<file path="src/rtl/riscv_pkg.sv">
// Shared constants for the decode/execute datapath: operand width,
// register index width, control bundle width and the hardwired zero register.
package riscv_pkg;

  localparam int XLEN   = 32;
  localparam int REG_AW = 5;
  localparam int CTRL_W = 16;

  localparam logic [REG_AW-1:0] ZERO_REG = '0;

endpackage

</file>
<file path="src/rtl/operand_bypass.sv">
// Resolves one source operand: x0 reads as zero, a same-cycle writeback to the
// requested register wins over the register file (or held) value.
module operand_bypass #(
  parameter int XLEN   = riscv_pkg::XLEN,
  parameter int REG_AW = riscv_pkg::REG_AW
) (
  input  logic [REG_AW-1:0] rs,
  input  logic [XLEN-1:0]   rfdata,
  input  logic              wb_regwrite,
  input  logic [REG_AW-1:0] wb_writereg,
  input  logic [XLEN-1:0]   wb_writedata,
  output logic [XLEN-1:0]   operand
);

  localparam logic [REG_AW-1:0] ZERO_IDX = REG_AW'(riscv_pkg::ZERO_REG);

  // x0 first, then writeback bypass, otherwise the supplied value
  always_comb begin
    operand = rfdata;
    if (rs == ZERO_IDX) begin
      operand = '0;
    end else if (wb_regwrite && (wb_writereg != ZERO_IDX) && (wb_writereg == rs)) begin
      operand = wb_writedata;
    end
  end

endmodule

</file>
<file path="src/rtl/operand_fetch_stage.sv">
// Operand fetch pipeline stage: drives register file read addresses, captures
// bypass-resolved operands, and keeps held operands coherent with writebacks
// that land while the stage is stalled.
// Optional: define OPERAND_FETCH_STALL_CNT_EN to add the stall_cycles counter.
module operand_fetch_stage #(
  parameter int XLEN   = riscv_pkg::XLEN,
  parameter int REG_AW = riscv_pkg::REG_AW,
  parameter int CTRL_W = riscv_pkg::CTRL_W
) (
  input  logic              clk,
  input  logic              rst,
  input  logic              in_valid,
  output logic              in_ready,
  input  logic [XLEN-1:0]   in_pc,
  input  logic [CTRL_W-1:0] in_ctrl,
  input  logic [REG_AW-1:0] in_rs1,
  input  logic [REG_AW-1:0] in_rs2,
  input  logic [REG_AW-1:0] in_rd,
  output logic [REG_AW-1:0] readreg1,
  output logic [REG_AW-1:0] readreg2,
  input  logic [XLEN-1:0]   readdata1,
  input  logic [XLEN-1:0]   readdata2,
  input  logic              wb_regwrite,
  input  logic [REG_AW-1:0] wb_writereg,
  input  logic [XLEN-1:0]   wb_writedata,
  input  logic              flush,
  output logic              out_valid,
  input  logic              out_ready,
  output logic [XLEN-1:0]   out_pc,
  output logic [CTRL_W-1:0] out_ctrl,
  output logic [REG_AW-1:0] out_rs1,
  output logic [REG_AW-1:0] out_rs2,
  output logic [REG_AW-1:0] out_rd,
  output logic [XLEN-1:0]   out_op1,
  output logic [XLEN-1:0]   out_op2
`ifdef OPERAND_FETCH_STALL_CNT_EN
  ,
  output logic [31:0]       stall_cycles
`endif
);

  logic            accept;
  logic            stalled;
  logic [XLEN-1:0] cap_op1;
  logic [XLEN-1:0] cap_op2;
  logic [XLEN-1:0] hold_op1;
  logic [XLEN-1:0] hold_op2;

  assign readreg1 = in_rs1;
  assign readreg2 = in_rs2;
  assign in_ready = !out_valid || out_ready;
  assign accept   = in_valid && in_ready;
  assign stalled  = out_valid && !out_ready;

  // Capture-time resolution of the incoming sources
  operand_bypass #(.XLEN(XLEN), .REG_AW(REG_AW)) u_cap_op1 (
    .rs(in_rs1), .rfdata(readdata1), .wb_regwrite(wb_regwrite),
    .wb_writereg(wb_writereg), .wb_writedata(wb_writedata), .operand(cap_op1)
  );
  operand_bypass #(.XLEN(XLEN), .REG_AW(REG_AW)) u_cap_op2 (
    .rs(in_rs2), .rfdata(readdata2), .wb_regwrite(wb_regwrite),
    .wb_writereg(wb_writereg), .wb_writedata(wb_writedata), .operand(cap_op2)
  );

  // Same match logic applied to the held operands; a held x0 source is
  // already zero, so re-resolving it is harmless
  operand_bypass #(.XLEN(XLEN), .REG_AW(REG_AW)) u_hold_op1 (
    .rs(out_rs1), .rfdata(out_op1), .wb_regwrite(wb_regwrite),
    .wb_writereg(wb_writereg), .wb_writedata(wb_writedata), .operand(hold_op1)
  );
  operand_bypass #(.XLEN(XLEN), .REG_AW(REG_AW)) u_hold_op2 (
    .rs(out_rs2), .rfdata(out_op2), .wb_regwrite(wb_regwrite),
    .wb_writereg(wb_writereg), .wb_writedata(wb_writedata), .operand(hold_op2)
  );

  // Pipeline register: reset, then flush, then capture, then stall refresh
  always_ff @(posedge clk) begin
    if (rst) begin
      out_valid <= 1'b0;
      out_pc    <= '0;
      out_ctrl  <= '0;
      out_rs1   <= '0;
      out_rs2   <= '0;
      out_rd    <= '0;
      out_op1   <= '0;
      out_op2   <= '0;
    end else if (flush) begin
      out_valid <= 1'b0;
    end else if (accept) begin
      out_valid <= 1'b1;
      out_pc    <= in_pc;
      out_ctrl  <= in_ctrl;
      out_rs1   <= in_rs1;
      out_rs2   <= in_rs2;
      out_rd    <= in_rd;
      out_op1   <= cap_op1;
      out_op2   <= cap_op2;
    end else if (stalled) begin
      out_op1   <= hold_op1;
      out_op2   <= hold_op2;
    end else if (out_valid && out_ready) begin
      out_valid <= 1'b0;
    end
  end

`ifdef OPERAND_FETCH_STALL_CNT_EN
  // Free-running count of stalled cycles; wraps naturally, ignores flush
  always_ff @(posedge clk) begin
    if (rst) begin
      stall_cycles <= '0;
    end else if (stalled) begin
      stall_cycles <= stall_cycles + 32'd1;
    end
  end
`endif

endmodule
</file>
<file path="config.mk">
export PLATFORM = sky130hd
export DESIGN_NAME = operand_fetch_stage
export DESIGN_NICKNAME = d
export VERILOG_FILES = /design/src/rtl/riscv_pkg.sv /design/src/rtl/operand_bypass.sv /design/src/rtl/operand_fetch_stage.sv
export SDC_FILE = /design/constraint.sdc
export NUM_CORES = 1
export LEC_CHECK = 0
export ABC_AREA = 1
export CAP_MARGIN = 20
export CORE_UTILIZATION = 40
export CTS_CLUSTER_SIZE = 10
export DETAILED_ROUTE_END_ITERATION = 8
export HOLD_SLACK_MARGIN = 0.15
export PLACE_DENSITY = 0.73
export SLEW_MARGIN = 20
export SYNTH_ARGS = -nofsm -noshare
export SYNTH_HDL_FRONTEND = slang
export SYNTH_SLANG_ARGS = --single-unit
</file>
<file path="constraint.sdc">
create_clock -name clk -period 1.7 [get_ports clk]
set_input_delay 0.17 -clock clk [delete_from_list [all_inputs] [get_ports clk]]
set_output_delay 0.17 -clock clk [all_outputs]
set_load 0.1 [all_outputs]
</file>
==> flow_metrics.py <==
metrics = {
    "clock_network": {
        "cts_tree": "built",
        "clk_pin_slew_ns": 0.06,
        "clk_latency_ns": 0.43,
        "clk_path_buf_depth": 2,
        "cts_root_buf": "clkbuf_16",
        "cts.sinks": 128,
        "cts_buffers": 17,
        "htree_num_levels": 4,
    },
    "drt": {
        "routed_wirelength_mm": 27.90,
        "first_pass_iters": 5,
        "drc": 0,
        "num_vias": 9129,
        "drtAntennaViolNets": 0,
        "vias_per_cell": 5.052,
        "wire_per_inst_um": 15.44,
        "drt_iter0_markers": 842,
    },
    "sta": {
        "clock_skew_ns": 0.006266,
        "setup_ws_ns": 0.08411,
        "max_slew_margin_pct": 56.81,
        "rsz0062_at_grt": "false",
        "post-route-period-util_pct": 95.05,
        "finalHoldViolCount": 0,
        "max_freq_ghz": 0.6189,
        "min_period_ns": 1.616,
        "tightestPinTransition_ns": 0.6479,
        "final-setup-viol-count": 0,
        "whs_ns": 0.2354,
        "tns_ns": 0,
        "drv_slew": 0,
    },
    "grt": {
        "grt_pass1_wl_mm": 43.71,
        "antenna_found_initial": 1,
        "grt_max_degree": 69,
        "grt_pass1_vias": 8468,
        "overflow": 0,
        "grtUsageTotal_pct": 27.99,
    },
    "final_layout": {
        "area_growth_pct": 51.46,
        "fin_nets": 1729,
        "regArea_um2": 2579,
        "final_cells": 1807,
        "multi_input_area_um2": 4101,
        "drive_gt1_share_pct": 17.49,
        "nFillCells": 1763,
    },
    "die": {
        "die_x_um": 140.6,
        "row_count": 50,
        "start_util_pct": 40.93,
        "fp.dieH_um": 140.6,
        "die_area_um2": 19760,
        "io_pins": 309,
        "core_area_um2": 18770,
    },
    "critical_path": {
        "cp.required_ns": 2.02,
        "reg2reg_slack_ns": 0.11,
        "worstPathMaxFanout": 32,
        "worstPathArrival_ns": 1.93,
        "cp-start-kind": "input pin",
        "slowest_stage": "clkdlybuf4s50_1",
        "path_buf_inv": 2,
        "cpLargestDelayFamily": "simple AND/OR/NAND/NOR gates",
        "endpoint_kind": "flop",
        "r2r-start": "out_rs2[1]",
        "critical_path.max_stage_delay_ns": 0.63,
        "crit_start": "wb_writereg[4]",
        "crit_chain": "clkdlybuf4s50_1, nor2_1, nand3_2, nand2_4, nor2_2, buf_12, nand3_1, nand2_1, nor2_1, nor2_1, nor2_1",
        "critical_path_class": "input pin to flop",
        "cp_common_cell": "nor2_1",
    },
    "synth": {
        "synthMuxAreaShare_pct": 0,
        "synth_warnings": 0,
        "avgSynthCellArea_um2": 5.996,
        "ys_ff_latch": 128,
        "ys_seq_area_share_pct": 33.36,
        "synth_compound_area_share_pct": 4.708,
        "syn_nets": 1451,
        "synth_xor_area_share_pct": 1.368,
        "syn_inst": 1281,
        "synth_top_family_by_area": "simple AND/OR/NAND/NOR gates",
        "post_synth_fa_ha_maj_area_fraction_pct": 0,
        "netlist_area_um2": 7681,
        "yosys.cell_types.count": 28,
        "yosys.area_share.simple_pct": 46.75,
    },
    "power": {
        "p_leak_nw": 5.413,
        "powerDensity_nw_per_um2": 959.0,
        "max-vdd-ir-drop_mv": 0.6628,
        "p_total_mw": 11.16,
    },
    "placement": {
        "port_buffers": 308,
        "dpl.cell_count": 1774,
        "dp_hpwl_mm": 20.08,
        "place_congestion": 0.9899,
        "place_ws_ns": -0.4031,
    },
    "status": {
        "status": "complete, no violations",
    },
    "min_path": {
        "min_from": "rst",
        "hold_path_class": "input pin to flop",
    },
    "job": {
        "cap_violations": 0,
    },
}
## tightest hold or removal path, cell delays in order
cell	delay [ns]
buf_2	0.10
inv_2	0.04
buf_12	0.17
nand2_1	0.10
nor2_1	0.04
## repair_timing
item,4_1_cts,5_1_grt
gates resized for setup,0,11
setup endpoints to repair,0,64
hold buffers,0,0
setup buffers,0,0
## sequential cells by signal (all words and copies together), names as in the netlist
name	cells
out_op2	32
out_rs2	5
out_rs1	5
out_ctrl	16
out_op1	32
out_pc	32
out_rd	5
out_valid	1
## metal layers
layer	track usage, %	part of all wire, %	vias to the layer above
met2	48.11	48	442
met5	0	0	-
met4	9.611	2.8	0
met3	7.371	9.2	64
li1	-	-	4540
met1	33.83	40	4083
## through the flow
| stage | utilization [%] | area [µm²] |
|---|---|---|
| floorplan | - | 7726 |
| global placement | 58.53 | 10990 |
| detailed placement | 58.53 | 10990 |
| CTS | 61.73 | 11580 |
| global route | 61.99 | 11630 |
| finish | 61.99 | 11630 |
## kinds of logic (layout without fill, tap and decap cells)
| family | count (synthesis) | after routing |
|---|---|---|
| AND/OR/NAND/NOR | 842 | 842 |
| buffers and inverters | 229 | 520 |
| flip-flops | 128 | 128 |
| AO/OA/AOI/OAI | 70 | 70 |
| XOR/XNOR | 12 | 12 |
| other | 0 | 1 |
## where the power goes
part | switching, mW | internal [mW] | total (mW) | leakage, nW
combinational | 2.76 | 1.22 | 3.98 | 4.07
sequential | 0.139 | 3.21 | 3.34 | 1.06
clock | 1.62 | 2.21 | 3.83 | 0.287
total | 4.52 | 6.64 | 11.2 | 5.41
## layout by cell type, fill, tap and decap left out, types with 3 or more instances in the layout
cell type	count
nand2_8	3
o21ai_0	4
xor2_1	6
buf_4	160
clkdlybuf4s50_1	163
inv_2	9
clkinvlp_4	3
nor2_2	8
nand3_2	3
inv_8	3
dfxtp_2	10
buf_12	33
inv_6	5
nand3_1	257
inv_1	112
xnor2_1	6
buf_6	3
nand2_1	297
a21oi_1	63
dlymetal6s2s_1	5
nor2_1	261
dfxtp_1	117
clkbuf_16	17
nand2_4	3
## final timing paths
check             depth (start not counted)     endpoint
hold reg to reg                           2  out_ctrl[7]
setup reg to reg                          9  out_op2[10]
hold / removal                            5  out_op2[19]
setup / recovery                         11   out_op1[8]
## Yosys cell counts
cell | count | area, µm²
nor2_2 | 8 | 50.05
nand3_2 | 3 | 30.03
xnor2_1 | 6 | 52.55
nor3_1 | 2 | 10.01
inv_2 | 9 | 33.78
nor2_1 | 261 | 979.7
buf_1 | 2 | 7.510
nor2_4 | 2 | 22.52
nand2_4 | 5 | 56.30
nand3_1 | 257 | 1286
clkbuf_2 | 1 | 5.000
buf_4 | 14 | 105.1
nand2_1 | 298 | 1119
inv_4 | 1 | 6.260
xor2_1 | 6 | 52.55
buf_2 | 38 | 190.2
o21ai_1 | 2 | 10.01
nor2b_1 | 2 | 12.51
nand2_2 | 2 | 12.51
dfxtp_1 | 128 | 2562
buf_6 | 13 | 146.4
inv_1 | 112 | 420.4
nand4_1 | 2 | 12.51
clkbuf_1 | 38 | 142.6
o21ai_0 | 4 | 20.02
clkinv_1 | 1 | 3.750
a21oi_1 | 63 | 315.3
a21oi_4 | 1 | 16.27
## cell type report
cell class / count / area share (%)
antenna: 1 / 0.02151
clock buffer: 17 / 3.657
clock inverter: 15 / 1.495
inverter: 123 / 3.990
multi-input combinational: 924 / 35.25
sequential: 128 / 22.17
tap: 234 / 2.517
timing repair buffer: 365 / 30.90
Power figures use the tool's default switching activity.
